**src/rtl/demux_pkg.sv**
```systemverilog
// Shared encodings for the 1-to-2 stream demultiplexer: FSM states, channel ids
// and the helper that resolves which output channel the current input beat targets.
package demux_pkg;

    typedef enum logic [1:0] {
        IDLE = 2'd0,
        PKT0 = 2'd1,
        PKT1 = 2'd2
    } state_t;

    localparam logic CH0 = 1'b0;
    localparam logic CH1 = 1'b1;

    // Outside a packet the live select decides; inside one the locked channel does.
    function automatic logic targetOf(input state_t state, input logic sel);
        logic ch;
        ch = sel;
        if (state == PKT0) ch = CH0;
        if (state == PKT1) ch = CH1;
        return ch;
    endfunction

endpackage

```
**src/rtl/demux_out_slot.sv**
```systemverilog
// One-entry valid/ready output register. A load in the same cycle as a drain keeps
// the slot full with the new beat so a channel sustains one beat per cycle.
module demux_out_slot #(
    parameter int DATA_W = 8
) (
    input  logic              clk,
    input  logic              rst_n,
    input  logic              i_load,
    input  logic [DATA_W-1:0] i_data,
    input  logic              i_last,
    input  logic              i_ready,
    output logic              o_valid,
    output logic [DATA_W-1:0] o_data,
    output logic              o_last,
    output logic              o_free
);

    logic              r_valid;
    logic [DATA_W-1:0] r_data;
    logic              r_last;

    always_ff @(posedge clk or negedge rst_n) begin
        if (!rst_n) begin
            r_valid <= 1'b0;
            r_data  <= '0;
            r_last  <= 1'b0;
        end else if (i_load) begin
            r_valid <= 1'b1;
            r_data  <= i_data;
            r_last  <= i_last;
        end else if (r_valid && i_ready) begin
            r_valid <= 1'b0;
        end
    end

    assign o_valid = r_valid;
    assign o_data  = r_data;
    assign o_last  = r_last;
    assign o_free  = !r_valid || i_ready;

endmodule

```
**src/rtl/demux_1to2_stream.sv**
```systemverilog
// 1-to-2 packet stream demultiplexer: channel picked by in_sel on a packet's first beat
// and held until in_last. Define DEMUX_COUNT_EN to add per-channel delivered-beat counters.
module demux_1to2_stream
    import demux_pkg::*;
#(
    parameter int DATA_W = 8,
    parameter int CNT_W  = 16
) (
    input  logic              clk,
    input  logic              rst_n,
`ifdef DEMUX_COUNT_EN
    input  logic              cnt_clr,
    output logic [CNT_W-1:0]  beat_cnt0,
    output logic [CNT_W-1:0]  beat_cnt1,
`endif
    input  logic [DATA_W-1:0] in_data,
    input  logic              in_sel,
    input  logic              in_valid,
    input  logic              in_last,
    output logic              in_ready,
    output logic [DATA_W-1:0] out0_data,
    output logic              out0_valid,
    output logic              out0_last,
    input  logic              out0_ready,
    output logic [DATA_W-1:0] out1_data,
    output logic              out1_valid,
    output logic              out1_last,
    input  logic              out1_ready
);

    state_t r_state;
    state_t w_nextState;
    logic   w_target;
    logic   w_accept;
    logic   w_free0;
    logic   w_free1;
    logic   w_load0;
    logic   w_load1;

    // Only the targeted slot may stall the producer; reset also holds it off.
    assign w_target = targetOf(r_state, in_sel);
    assign in_ready = rst_n && ((w_target == CH1) ? w_free1 : w_free0);
    assign w_accept = in_valid && in_ready;
    assign w_load0  = w_accept && (w_target == CH0);
    assign w_load1  = w_accept && (w_target == CH1);

    always_ff @(posedge clk or negedge rst_n) begin
        if (!rst_n) r_state <= IDLE;
        else        r_state <= w_nextState;
    end

    always_comb begin
        w_nextState = r_state;
        if (w_accept) begin
            if (in_last)
                w_nextState = IDLE;
            else if (r_state == IDLE)
                w_nextState = (in_sel == CH1) ? PKT1 : PKT0;
        end
    end

    demux_out_slot #(.DATA_W(DATA_W)) u_slot0 (
        .clk     (clk),
        .rst_n   (rst_n),
        .i_load  (w_load0),
        .i_data  (in_data),
        .i_last  (in_last),
        .i_ready (out0_ready),
        .o_valid (out0_valid),
        .o_data  (out0_data),
        .o_last  (out0_last),
        .o_free  (w_free0)
    );

    demux_out_slot #(.DATA_W(DATA_W)) u_slot1 (
        .clk     (clk),
        .rst_n   (rst_n),
        .i_load  (w_load1),
        .i_data  (in_data),
        .i_last  (in_last),
        .i_ready (out1_ready),
        .o_valid (out1_valid),
        .o_data  (out1_data),
        .o_last  (out1_last),
        .o_free  (w_free1)
    );

`ifdef DEMUX_COUNT_EN
    logic [CNT_W-1:0] r_beatCnt0;
    logic [CNT_W-1:0] r_beatCnt1;

    // Counters wrap naturally at full scale; clear takes priority over a delivery.
    always_ff @(posedge clk or negedge rst_n) begin
        if (!rst_n) begin
            r_beatCnt0 <= '0;
            r_beatCnt1 <= '0;
        end else if (cnt_clr) begin
            r_beatCnt0 <= '0;
            r_beatCnt1 <= '0;
        end else begin
            if (out0_valid && out0_ready) r_beatCnt0 <= r_beatCnt0 + 1'b1;
            if (out1_valid && out1_ready) r_beatCnt1 <= r_beatCnt1 + 1'b1;
        end
    end

    assign beat_cnt0 = r_beatCnt0;
    assign beat_cnt1 = r_beatCnt1;
`endif

endmodule
```
**config.mk**
```make
export PLATFORM = sky130hd
export DESIGN_NAME = demux_1to2_stream
export DESIGN_NICKNAME = d
export VERILOG_FILES = /design/src/rtl/demux_pkg.sv /design/src/rtl/demux_out_slot.sv /design/src/rtl/demux_1to2_stream.sv
export SDC_FILE = /design/constraint.sdc
export NUM_CORES = 1
export LEC_CHECK = 0
export ABC_AREA = 1
export BUFFER_PORTS_ARGS = -buffer_cell sky130_fd_sc_hd__buf_2
export CAP_MARGIN = 0
export CORE_ASPECT_RATIO = 1.2
export CORE_MARGIN = 2
export CORE_UTILIZATION = 45
export CTS_CLUSTER_DIAMETER = 50
export DETAILED_ROUTE_END_ITERATION = 7
export PLACE_DENSITY_LB_ADDON = 0.15
export RECOVER_POWER = 25
export SYNTH_ARGS = -nofsm -noshare
export SYNTH_HDL_FRONTEND = slang
export SYNTH_HIERARCHICAL = 1
export SYNTH_SLANG_ARGS = --single-unit
```
**constraint.sdc**
```tcl
create_clock -name clk -period 1.78 [get_ports clk]
set_clock_uncertainty 0.1 [all_clocks]
set_input_delay 0 -clock clk [delete_from_list [all_inputs] [get_ports clk]]
set_output_delay 0 -clock clk [all_outputs]
set_load 0.005 [all_outputs]
```
# ---- After elaboration in Yosys (flattened, before gate mapping)
# Cells that the tools add are included.
dict set report classes {
  reduce_logical 15
  n_bitwise 1
  n_mux 10
  eq_ne 2
}
# cell n
set ops {}
lappend ops {{two-way mux 1 bit} 7}
lappend ops {{logical AND 1 bit} 6}
lappend ops {{two-way mux 2 bit} 3}
lappend ops {{nonzero test 2 bit} 3}
lappend ops {{equality test 2 x 1 -> 1 bit, second input constant} 1}
lappend ops {{equality test 2 bit, second input constant} 1}
lappend ops {{zero test 1 bit} 2}
lappend ops {{zero test 2 bit} 1}
lappend ops {{logical OR 1 bit} 2}
lappend ops {{AND reduction 2 bit} 1}
lappend ops {{NOT 1 bit} 1}
dict set report totals {
  input_bits 15
  register_bits 22
  out_inout_bits 21
}

# ---- Logic depth before layout (Yosys ltp)
dict set report logic_depth {
  word_depth 8
  ltp_mapped 12
  ltp_nobuf 11
}

# ---- Hierarchy
# Netlist, hierarchy kept.
# mod cells_each area_each_um2 instances
set by_module_without_submodules {}
lappend by_module_without_submodules {demux_out_slot 42 377.9 2}
lappend by_module_without_submodules {demux_1to2_stream 29 188.9 1}

# ---- Worst setup path before layout
# No wires, ideal clock.
dict set report synth_timing {
  path_kind {register to register}
  from {reg r_state[1]}
  to {reg u_slot0.r_data[0] (netlist: u_slot0/o_data[0])}
  stages_incl_launch_ff 12
  path_buffers 1
  slack_ns 0.272
  arrival_ns 1.292
  cell_sequence {dfrtp_1 > inv_1 > nand2_2 > nand3_1 > nand2_2 > nor2_4 > nand2_2 > a21oi_1 > buf_6 > inv_2 > nand2_1 > nand2_1}
}
dict set report synth_via {
  elab_chain_len 7
  word_cells_on_any_way 9
}
# element line_no
set synth_rtl {}
lappend synth_rtl {{start: declaration} demux_1to2_stream.sv:31} ;# state_t r_state;
lappend synth_rtl {{start signal: assignment} demux_1to2_stream.sv:49} ;# else r_state <= w_nextState;
lappend synth_rtl {{equality test 2 x 1 -> 1 bit} demux_pkg.sv:18} ;# if (state == PKT0) ch = CH0;
lappend synth_rtl {{two-way mux 1 bit} demux_pkg.sv:18}
lappend synth_rtl {{two-way mux 1 bit (*)} demux_pkg.sv:19} ;# if (state == PKT1) ch = CH1;
lappend synth_rtl {{two-way mux 1 bit (*)} demux_1to2_stream.sv:42} ;# assign in_ready = rst_n && ((w_target == CH1) ? w_free1 : w_free0);
lappend synth_rtl {{logical AND 1 bit (*)} demux_1to2_stream.sv:42}
lappend synth_rtl {{via in_ready} demux_1to2_stream.sv:20} ;# output logic in_ready,
lappend synth_rtl {{logical AND 1 bit (*)} demux_1to2_stream.sv:43} ;# assign w_accept = in_valid && in_ready;
lappend synth_rtl {{logical AND 1 bit (*)} demux_1to2_stream.sv:44} ;# assign w_load0 = w_accept && (w_target == CH0);
lappend synth_rtl {{via w_load0} demux_1to2_stream.sv:37} ;# logic w_load0;
lappend synth_rtl {{end signal: assignment} demux_out_slot.sv:29} ;# r_data <= i_data;
lappend synth_rtl {{end: declaration} demux_out_slot.sv:19} ;# logic [DATA_W-1:0] r_data;
# Mark *: on every way through the listed nets, which the timed path passes. The rest lies on a longest branch.
# A chain may end at the register's enable or synchronous reset.

# ---- Worst setup path after layout
dict set report layout_timing {
  from {reg r_state[1]}
  to {reg u_slot0.r_data[5] (netlist: u_slot0/o_data[5])}
}
dict set report layout_via {
  elab_chain_len 7
  word_cells_on_any_way 9
}
# element line_no
set layout_rtl {}
lappend layout_rtl {{equality test 2 x 1 -> 1 bit} demux_pkg.sv:18}
lappend layout_rtl {{two-way mux 1 bit} demux_pkg.sv:18}
lappend layout_rtl {{two-way mux 1 bit (*)} demux_pkg.sv:19}
lappend layout_rtl {{two-way mux 1 bit} demux_1to2_stream.sv:42}
lappend layout_rtl {{logical AND 1 bit} demux_1to2_stream.sv:42}
lappend layout_rtl {{logical AND 1 bit} demux_1to2_stream.sv:43}
lappend layout_rtl {{logical AND 1 bit (*)} demux_1to2_stream.sv:44}
lappend layout_rtl {{via w_load0} demux_1to2_stream.sv:37}
# Marks and branches as above.

==> flow_summary_export.csv <==
group,metric,value,unit
floorplan,coreArea,2027,µm²
power_and_ir_drop,switching_share,33.07,%
setup_path,critPathMaxFanout,9,
power_and_ir_drop,vdd_drop_max,0.9643,mV
grt,grt_pass1_vias,812,
finish,diodes,0,
detailed_routing,wl,2064,µm
setup_path,r2r_cells,10,
detailed_routing,post_drt_via_cell_ratio,4.770,
floorplan,die_h,54.19,µm
setup_path,rrSetupSlack,180,ps
synth,yosysUniqueCellTypes,13,
placement,dp_slack,213.5,ps
detailed_routing,drtIter0Drc,6,
grt,grt_pass1_wl,3381,µm
power_and_ir_drop,leakagePower,0.7831,nW
setup_path,crit_required,1930,ps
finish,area_growth,41.46,%
timing,fin_tns_setup,0,ps
setup_path,crit_type,"flop to flop",
clock_tree,cts_buffers,3,
placement,place_congestion,0.7267,
timing,relSlewSlack,80.99,%
finish,drive_gt1_share,29.34,%
power_and_ir_drop,p_clk_share,19.6,%
power_and_ir_drop,pwr-share-comb,35.2,%
setup_path,end_kind,"flop",
detailed_routing,drc_errors,0,
setup_path,r2r_start,"r_state[1]",
clock_tree,clkTransAtPathRegs,120,ps
timing,tightest_slew,285.1,ps
detailed_routing,vias,892,
finish,final_common_cell,"nand2_1",
clock_tree,cts_root_buffer,"clkbuf_4",
finish,layout_common_cells,"nand2_1 (66), buf_2 (34), dfrtp_1 (22)",
synth,avgSynthCellArea,8.360,µm²
synth,synthCells,113,
power_and_ir_drop,p_seq_share,45.2,%
floorplan,ios,36,
clock_tree,htree_num_levels,1,
timing,min_period_over_period,89.88,%
clock_tree,insertion_delay,300,ps
finish,finish.net_count,183,
timing,setup_slack,180.1,ps
clock_tree,cts_tree,"done",
floorplan,initial_core_util,46.60,%
status,status,"completed",
detailed_routing,avgRoutedWirePerCell,11.04,µm
finish,fin_area,1336,µm²
timing,fin_crit,1600,ps
synth,syn_area,944.7,µm²
timing,slew_viol_final,0,
floorplan,die_area,2483,µm²
placement,dpl_cell_area,1145,µm²
synth,yosysSeqAreaShare,58.28,%
grt,track_usage,19.14,%
setup_path,crit_arrival,1750,ps
grt,antenna_found_initial,0,
placement,place_hpwl,1498,µm
clock_tree,cts_setup_buffers,0,
grt,grt_overflow,0,
synth,ys_warn_count,6,
timing,setup_viol,0,
run,max_cap_viol_count,0,
grt,grt_max_degree,24,
min_path,hp-class,"input pin to async pin",
power_and_ir_drop,p_switching,0.0006274,W
timing,final_hold_viol_count,0,
detailed_routing,firstDrtPassIters,4,
floorplan,row_count,18,
clock_tree,cts-resized-gates,0,
placement,io_buffers,35,
clock_tree,cts_max_path_buffers,2,
floorplan,die_w,45.83,µm
setup_path,start_kind,"flop",
detailed_routing,antenna_left,0,
synth,syn-num-nets,128,
clock_tree,cts_sinks,22,
power_and_ir_drop,powerDensity,1420,nW/µm²
timing,fmax,625.0,MHz
power_and_ir_drop,p_int,0.001270,W
timing,grt_setup_unrepaired,"false",
setup_path,reg2reg_to,"u_slot0/o_data[5]",
synth,synth_seq_cells,22,
-- synth_stat cells --
library cell | n | area share (%)
nand2_1 | 66 | 26
nand2_2 | 4 | 2.6
o21bai_1 | 1 | 0.79
a21oi_1 | 1 | 0.53
nor2_1 | 3 | 1.2
a21oi_2 | 1 | 0.93
buf_6 | 2 | 2.4
nand4_1 | 3 | 2.0
nand3_1 | 2 | 1.1
inv_2 | 2 | 0.79
dfrtp_1 | 22 | 58
inv_1 | 5 | 2.0
nor2_4 | 1 | 1.2
-- flip-flops by register name, summed over array words and instances, names as in the netlist --
| register | flops |
|---|---|
| u_slot0/o_data | 8 |
| u_slot1/o_data | 8 |
| u_slot1/o_last | 1 |
| u_slot0/o_valid | 1 |
| u_slot1/o_valid | 1 |
| r_state | 2 |
| u_slot0/o_last | 1 |
-- power by group through the flow --
stage / sequential, W / combinational, W / clock (W)
finish: 0.000857 / 0.000668 / 0.000372
global route: 0.000887 / 0.000772 / 0.000405
CTS: 0.000859 / 0.000679 / 0.000386
detailed placement: 0.000866 / 0.000656 / 0
global placement: 0.000862 / 0.000639 / 0
floorplan: 0.000884 / 0.000327 / 0
-- how the worst max path moves through the flow --
stage,start,endpoint,cells after the start
2_1_floorplan,r_state[1],u_slot0/o_data[0],11
3_3_place_gp,r_state[1],u_slot0/o_data[5],10
3_5_place_dp,r_state[1],u_slot0/o_data[4],10
4_1_cts,r_state[1],u_slot0/o_data[5],10
5_1_grt,r_state[1],u_slot0/o_data[3],10
6_report,r_state[1],u_slot0/o_data[5],10
-- final cells by class --
class                   instances  area [µm²]
inverters                       7       26.28
repair buffers                 52       336.6
clock inverters                 1       30.03
multi-input cells              82       345.3
clock buffers                   3       22.52
flip-flops and latches         22       550.5
fillers                       176       690.7
well taps                      20       25.02
-- critical path, stage by stage (launching register included) --
cell and delay (ps):
dfrtp_1 420, inv_1 70, nand2_2 90, nand3_1 100
nand2_2 60, nor2_4 120, nand2_2 70, a21oi_1 190
buf_4 200, nand2_1 60, nand2_1 60
-- metrics by stage --
stage	std cells	util [%]	hold slack, ps	total power, W
after CTS	187	65.99	117.1	0.001924
after global placement	169	56.48	-70.33	0.001500
after floorplan	113	-	-395.6	0.001211
after global routing	187	65.93	199.6	0.002063
after detailed placement	169	56.48	-66.12	0.001522
final	187	65.93	171.5	0.001897
-- cell families (layout without fill, tap and decap cells) --
| group | after synthesis | after routing | synth area share, % |
|---|---|---|---|
| DFF | 22 | 22 | 58.28 |
| and+or+nand+nor | 79 | 79 | 34.30 |
| AOI/OAI and AO/OA | 3 | 3 | 2.252 |
| buffers and inverters | 9 | 63 | 5.166 |
-- routing by layer --
metal	up-vias	part of all wire (%)	GRT usage, %
met5	-	0	0
met4	0	0.63	8.571
met3	2	4.9	2.685
met2	28	51	32.86
met1	408	43	23.54
li1	454	-	-
-- what timing repair did --
| item | CTS | global route |
|---|---|---|
| endpoints found under the setup margin | 0 | 0 |
| hold endpoints to repair | 44 | 0 |
| hold buffers | 14 | 0 |
(Power assumes the default switching activity.)
